===== src/rtl/rif_regbank_pkg.sv =====
// Register map, CTRL/IRQ bit positions and shared helpers
// for the RIF register bank with timer, irq and loopback FIFO.
package rif_regbank_pkg;

  localparam logic [4:0] OFS_ID          = 5'h00;
  localparam logic [4:0] OFS_SCRATCH     = 5'h04;
  localparam logic [4:0] OFS_CTRL        = 5'h08;
  localparam logic [4:0] OFS_TIMER_LOAD  = 5'h0C;
  localparam logic [4:0] OFS_TIMER_VALUE = 5'h10;
  localparam logic [4:0] OFS_IRQ_STATUS  = 5'h14;
  localparam logic [4:0] OFS_FIFO_DATA   = 5'h18;
  localparam logic [4:0] OFS_FIFO_STATUS = 5'h1C;

  localparam int CTRL_EN         = 0;
  localparam int CTRL_ONESHOT    = 1;
  localparam int CTRL_IRQ_EN_LSB = 4;

  localparam int IRQ_TMR_EXP  = 0;
  localparam int IRQ_EXT_EVT  = 1;
  localparam int IRQ_FIFO_OVF = 2;
  localparam int IRQ_FIFO_UDF = 3;
  localparam int IRQ_W        = 4;

  typedef struct packed {
    logic [IRQ_W-1:0] irq_en;
    logic             oneshot;
    logic             en;
  } ctrl_t;

  function automatic logic [31:0] merge_bytes(
    input logic [31:0] old,
    input logic [31:0] wdata,
    input logic [3:0]  wstrb
  );
    logic [31:0] r;
    r = old;
    for (int b = 0; b < 4; b++) begin
      if (wstrb[b]) r[8*b +: 8] = wdata[8*b +: 8];
    end
    return r;
  endfunction

endpackage


===== src/rtl/rif_sync_fifo.sv =====
// Synchronous word FIFO, power-of-2 depth, head visible without popping.
// Ports: clk, rst_n (sync), push/data, pop, full, empty, count, head.
module rif_sync_fifo #(
  parameter int DEPTH = 4,
  parameter int WIDTH = 32,
  localparam int PW = $clog2(DEPTH),
  localparam int CW = PW + 1
) (
  input  logic             clk,
  input  logic             rst_n,
  input  logic             push,
  input  logic [WIDTH-1:0] data,
  input  logic             pop,
  output logic             full,
  output logic             empty,
  output logic [CW-1:0]    count,
  output logic [WIDTH-1:0] head
);

  logic [WIDTH-1:0] mem [DEPTH];
  logic [PW-1:0]    rptr;
  logic [PW-1:0]    wptr;
  logic             do_push;
  logic             do_pop;

  assign full    = (count == CW'(DEPTH));
  assign empty   = (count == '0);
  assign do_push = push & ~full;
  assign do_pop  = pop & ~empty;
  assign head    = empty ? '0 : mem[rptr];

  always_ff @(posedge clk) begin
    if (!rst_n) begin
      rptr  <= '0;
      wptr  <= '0;
      count <= '0;
      for (int i = 0; i < DEPTH; i++) mem[i] <= '0;
    end else begin
      if (do_push) begin
        mem[wptr] <= data;
        wptr      <= wptr + PW'(1);
      end
      if (do_pop) rptr <= rptr + PW'(1);
      count <= count + CW'(do_push) - CW'(do_pop);
    end
  end

endmodule


===== src/rtl/rif_regbank_timer.sv =====
// RIF slave: ID/scratch/ctrl bank, reloadable down-counter, W1C irq status
// and loopback FIFO. Ports: HCLK, HRESETn, rif_* bus, ext_event, irq.
module rif_regbank_timer
  import rif_regbank_pkg::*;
#(
  parameter int          ADDR_WIDTH = 12,
  parameter int          DATA_WIDTH = 32,
  parameter int          BYTE_COUNT = DATA_WIDTH / 8,
  parameter int          FIFO_DEPTH = 4,
  parameter logic [31:0] BLOCK_ID   = 32'h5249_0001
) (
  input  logic                  HCLK,
  input  logic                  HRESETn,
  input  logic [ADDR_WIDTH-1:0] rif_addr,
  output logic                  rif_addr_valid,
  input  logic                  rif_wr_req,
  input  logic                  rif_rd_req,
  input  logic [BYTE_COUNT-1:0] rif_wstrb,
  input  logic [DATA_WIDTH-1:0] rif_wdata,
  output logic [DATA_WIDTH-1:0] rif_rdata,
  input  logic                  ext_event,
  output logic                  irq
);

  localparam int CW = $clog2(FIFO_DEPTH) + 1;

  if (DATA_WIDTH != 32) begin : g_dw_chk
    $fatal(1, "rif_regbank_timer: DATA_WIDTH must be 32");
  end
  if (ADDR_WIDTH < 5) begin : g_aw_chk
    $fatal(1, "rif_regbank_timer: ADDR_WIDTH must be >= 5");
  end
  if (FIFO_DEPTH < 2 || FIFO_DEPTH > 16 ||
      (FIFO_DEPTH & (FIFO_DEPTH - 1)) != 0) begin : g_fd_chk
    $fatal(1, "rif_regbank_timer: bad FIFO_DEPTH");
  end

  ctrl_t            ctrl;
  ctrl_t            ctrl_new;
  logic [31:0]      ctrl_rd;
  logic [31:0]      scratch;
  logic [31:0]      tload;
  logic [31:0]      tval;
  logic [31:0]      load_new;
  logic [IRQ_W-1:0] status;
  logic [IRQ_W-1:0] irq_set;
  logic [IRQ_W-1:0] irq_clr;
  logic [31:0]      fifo_st;
  logic [31:0]      rd_mux;
  logic [4:0]       ofs;
  logic             wr_en;
  logic             rd_en;
  logic             wr_ctrl;
  logic             wr_load;
  logic             wr_irq;
  logic             wr_fifo;
  logic             rd_fifo;
  logic             expire;
  logic             fifo_full;
  logic             fifo_empty;
  logic [CW-1:0]    fifo_count;
  logic [31:0]      fifo_head;
  logic             unused_ok;

  assign unused_ok = &{1'b0, rif_addr[1:0]};

  assign rif_addr_valid = ((rif_addr >> 5) == '0);
  assign ofs     = {rif_addr[4:2], 2'b00};
  assign wr_en   = rif_wr_req & rif_addr_valid;
  assign rd_en   = rif_rd_req & rif_addr_valid;
  assign wr_ctrl = wr_en & (ofs == OFS_CTRL);
  assign wr_load = wr_en & (ofs == OFS_TIMER_LOAD);
  assign wr_irq  = wr_en & (ofs == OFS_IRQ_STATUS);
  assign wr_fifo = wr_en & (ofs == OFS_FIFO_DATA);
  assign rd_fifo = rd_en & (ofs == OFS_FIFO_DATA);

  assign ctrl_rd = {24'b0, ctrl.irq_en, 2'b00, ctrl.oneshot, ctrl.en};

  always_comb begin
    logic [31:0] m;
    m = merge_bytes(ctrl_rd, rif_wdata, rif_wstrb);
    ctrl_new.irq_en  = m[CTRL_IRQ_EN_LSB +: IRQ_W];
    ctrl_new.oneshot = m[CTRL_ONESHOT];
    ctrl_new.en      = m[CTRL_EN];
  end

  assign load_new = merge_bytes(tload, rif_wdata, rif_wstrb);

  // A LOAD write in the expiry cycle pre-empts the expiry.
  assign expire = ctrl.en & (tval == '0) & ~wr_load;

  always_comb begin
    irq_set               = '0;
    irq_set[IRQ_TMR_EXP]  = expire;
    irq_set[IRQ_EXT_EVT]  = ext_event;
    irq_set[IRQ_FIFO_OVF] = wr_fifo & fifo_full;
    irq_set[IRQ_FIFO_UDF] = rd_fifo & fifo_empty;
  end

  assign irq_clr = wr_irq ?
    (rif_wdata[IRQ_W-1:0] & {IRQ_W{rif_wstrb[0]}}) : '0;

  rif_sync_fifo #(
    .DEPTH (FIFO_DEPTH),
    .WIDTH (32)
  ) u_fifo (
    .clk   (HCLK),
    .rst_n (HRESETn),
    .push  (wr_fifo),
    .data  (rif_wdata),
    .pop   (rd_fifo),
    .full  (fifo_full),
    .empty (fifo_empty),
    .count (fifo_count),
    .head  (fifo_head)
  );

  always_comb begin
    fifo_st      = '0;
    fifo_st[4:0] = 5'(fifo_count);
    fifo_st[8]   = fifo_empty;
    fifo_st[9]   = fifo_full;
  end

  always_comb begin
    rd_mux = '0;
    unique case (ofs)
      OFS_ID:          rd_mux = BLOCK_ID;
      OFS_SCRATCH:     rd_mux = scratch;
      OFS_CTRL:        rd_mux = ctrl_rd;
      OFS_TIMER_LOAD:  rd_mux = tload;
      OFS_TIMER_VALUE: rd_mux = tval;
      OFS_IRQ_STATUS:  rd_mux = {{(32-IRQ_W){1'b0}}, status};
      OFS_FIFO_DATA:   rd_mux = fifo_head;
      OFS_FIFO_STATUS: rd_mux = fifo_st;
      default:         rd_mux = '0;
    endcase
  end

  assign rif_rdata = rif_addr_valid ? rd_mux : '0;

  always_ff @(posedge HCLK) begin
    if (!HRESETn) begin
      ctrl    <= '0;
      scratch <= '0;
      tload   <= '0;
      tval    <= '0;
      status  <= '0;
      irq     <= 1'b0;
    end else begin
      if (wr_en && ofs == OFS_SCRATCH) begin
        scratch <= merge_bytes(scratch, rif_wdata, rif_wstrb);
      end
      if (wr_ctrl) begin
        ctrl <= ctrl_new;
      end else if (expire && ctrl.oneshot) begin
        ctrl.en <= 1'b0;
      end
      if (wr_load) begin
        tload <= load_new;
        tval  <= load_new;
      end else if (ctrl.en) begin
        if (tval != '0) tval <= tval - 32'd1;
        else if (!ctrl.oneshot) tval <= tload;
      end
      // Set wins over a same-cycle W1C clear.
      status <= (status & ~irq_clr) | irq_set;
      irq    <= |(status & ctrl.irq_en);
    end
  end

endmodule


===== config.mk =====
export PLATFORM = sky130hd
export DESIGN_NAME = rif_regbank_timer
export DESIGN_NICKNAME = d
export VERILOG_FILES = /design/src/rtl/rif_regbank_pkg.sv /design/src/rtl/rif_sync_fifo.sv /design/src/rtl/rif_regbank_timer.sv
export SDC_FILE = /design/constraint.sdc
export NUM_CORES = 1
export LEC_CHECK = 0
export ABC_AREA = 1
export CAP_MARGIN = 40
export CORE_MARGIN = 10
export CORE_UTILIZATION = 45
export CTS_CLUSTER_DIAMETER = 100
export DETAILED_ROUTE_END_ITERATION = 16
export SLEW_MARGIN = 20
export SYNTH_ARGS = -nofsm -noshare
export SYNTH_HDL_FRONTEND = slang
export SYNTH_SLANG_ARGS = --single-unit
export TNS_END_PERCENT = 100

===== constraint.sdc =====
create_clock -name HCLK -period 5.58 [get_ports HCLK]
set_input_delay 1.674 -clock HCLK [delete_from_list [all_inputs] [get_ports HCLK]]
set_output_delay 1.674 -clock HCLK [all_outputs]
set_load 0.005 [all_outputs]

==> results.yml <==
global_routing:
  grt_pass1_wl_microns: 64600
  antenna_found_initial: 0
  grt_max_degree: 72
  gr-total-overflow: 0
  grt_pass1_vias: 11298
  gr-usage-all-layers_pct: 22.8
synth:
  syn_nets: 1703
  ys_seq_area_share_pct: 48.3
  yosys_warnings: 0
  netlist-cell-type-count: 38
  avgSynthCellArea_sq_um: 7.76
  syn_inst: 1645
  synth_seq_cells: 244
  syn_area_sq_um: 12800
setup_path:
  criticalPathCategory: "input port to primary output"
  r2r_end: "tval[26]"
  start_kind: "input port"
  worst_ep_arrival_time_ns: 3.88
  worstPathRequired_ns: 3.91
  r2r-start: "tval[10]"
  ff2ff_setup_slack_ns: 2.74
  crit_fanout: 21
  r2r_cells: 11
  endpoint_kind: "primary output"
floorplanning:
  die_y_microns: 188
  fp.dieW_microns: 188
  boundaryPins: 87
  row_count: 61
  start_util_pct: 45.8
  core-area_sq_um: 27900
  die_area_sq_um: 35500
sta:
  hold_viol_final: 0
  whs_ns: 0.463
  clock_skew_ns: 0.0124
  rsz0062_at_grt: "yes"
  slew_headroom_pct: 41.1
  tns_ns: 0
  fmax_mhz: 180
  post-route-period-util_pct: 99.5
  setup_viol: 0
  drv_slew: 0
  fin_ws_ns: 0.0287
  tightest_slew_ns: 0.882
  period_minus_slack_ns: 5.55
route:
  vias: 11855
  drc: 0
  wire_per_inst_microns: 19.9
  first_pass_iters: 6
  ant_nets: 0
  drt_iter0_markers: 1106
  drt_wl_total_microns: 41800
  vias_per_cell: 5.63
placed_design:
  hpwl_microns: 28100
  io_buffers: 84
  place_ws_ns: 0.0198
  gp_congestion: 0.943
pwr:
  totalPowerFinal_mw: 3.99
  power_density_nw_per_um2: 264
  ir_drop_mv: 0.195
  p_leak_nw: 5.91
clock_tree:
  clk_pin_slew_ns: 0.06
  post_cts.repair.setup_buffers: 0
  ctsHoldBuffers: 0
  numCtsBuffers: 27
  cts.path.max_buffers: 3
  cts-root-buf: "clkbuf_16"
  clock-sinks: 244
  cts_tree: "yes"
  cts_resized: 0
  clk_latency_ns: 0.54
  htreeDepth: 1
flow_run:
  maxCapViolations: 0
hold_path:
  whs_path_depth: 2
  hold_start: "status[2]"
  holdPathEnd: "status[2]"
  hp-class: "register to register"
final_layout:
  multi_input_area_sq_um: 5780
  finalNetCount: 1765
  final_common_cell: "nand2_1"
  nFillCells: 2691
  layout.area.seq_sq_um: 6170
  insertedDiodeCount: 0
  syn_to_final_growth_pct: 18.2
  drive_above_1_share_pct: 8.86
  final_cell_mix: "nand2_1, nor2_1, edfxtp_1"
status:
  outcome: "finished, final reports clean"
[layer usage]
layer  vias to the layer above  global-route usage (%)  share of wire, %
li1                       5698                       -                 -
met1                      5645                    29.9                43
met2                       448                    37.7                48
met3                        64                    3.47               6.5
met4                         0                    6.99               2.9
met5                         -                       0                 0
[cells in the mapped netlist, drive strengths merged]
| cell | number | area [sq um] |
|---|---|---|
| a41oi | 17 | 149 |
| buf | 34 | 206 |
| edfxtp | 128 | 3840 |
| o31ai | 6 | 45.0 |
| a22oi | 14 | 105 |
| mux2 | 24 | 270 |
| o21ai | 94 | 474 |
| nor3 | 73 | 432 |
| a221oi | 7 | 61.3 |
| a211oi | 1 | 7.51 |
| fa | 1 | 20.0 |
| dfxtp | 116 | 2320 |
| a31oi | 3 | 18.8 |
| nand3 | 110 | 578 |
| xor2 | 9 | 78.8 |
| and3 | 1 | 6.26 |
| nand4 | 10 | 62.6 |
| a21oi | 125 | 626 |
| ha | 4 | 50.1 |
| nor2 | 261 | 1010 |
| clkbuf | 64 | 240 |
| inv | 122 | 458 |
| and2 | 1 | 6.26 |
| nand2 | 377 | 1430 |
| o22ai | 43 | 269 |
[cells by family after synthesis]
logic type,share of synthesized area [%]
fa+ha+maj,0.549
xor+xnor,0.617
mux,2.12
buf+inv,7.08
compound gates,13.7
simple gates,27.6
flops,48.3
[state kept, by name, summed over array words and instances, names as in the netlist, named ones only]
signal        flops
tval             32
u_fifo.count      3
scratch          32
u_fifo.rptr       2
u_fifo.wptr       2
irq               1
u_fifo.mem      128
ctrl              6
tload            32
status            4
[worst max-delay path, stage by stage]
cell             delay, ns
clkdlybuf4s50_1       0.41
nor2_1                0.10
nand2_1               0.09
nor2_4                0.11
inv_1                 0.36
a31oi_1               0.52
clkdlybuf4s50_1       0.60
[area by class of cell]
class / instances / share of cell area, %
sequential: 244 / 40.8
multi-input combinational: 1181 / 38.3
timing repair buffer: 131 / 8.69
clock buffer: 29 / 4.52
tap: 378 / 3.13
inverter: 122 / 3.07
clock inverter: 20 / 1.48
[how the worst max path moves through the flow]
| stage | startpoint | end | slack, ns | cells past startpoint |
|---|---|---|---|---|
| 6_report | rif_addr[9] | rif_rdata[31] | 0.03 | 7 |
| 2_1_floorplan | rif_addr[10] | u_fifo.mem[1][0] | 0.26 | 7 |
| 3_5_place_dp | rif_addr[3] | rif_rdata[30] | 0.02 | 9 |
| 5_1_grt | rif_addr[9] | rif_rdata[18] | -0.03 | 8 |
| 4_1_cts | rif_addr[3] | rif_rdata[30] | 0.01 | 9 |
| 3_3_place_gp | rif_addr[3] | rif_rdata[29] | 0.04 | 8 |
[metrics by stage]
| step | instances | util [%] | cell area (sq um) |
|---|---|---|---|
| 5_1_grt | 2105 | 54.2 | 15100 |
| 4_1_cts | 2101 | 53.8 | 15000 |
| 3_5_place_dp | 2052 | 50.6 | 14100 |
| 6_report | 2105 | 54.2 | 15100 |
| 2_1_floorplan | 1645 | - | 12800 |
| 3_3_place_gp | 2050 | 50.4 | 14100 |
[report_power, final]
| part | internal (mW) | leakage (nW) | switching (mW) |
|---|---|---|---|
| sequential | 1.92 | 2.23 | 0.00949 |
| clock | 1.11 | 0.443 | 0.739 |
| combinational | 0.0744 | 3.24 | 0.136 |
No activity file was read; power rests on OpenSTA's default activity.
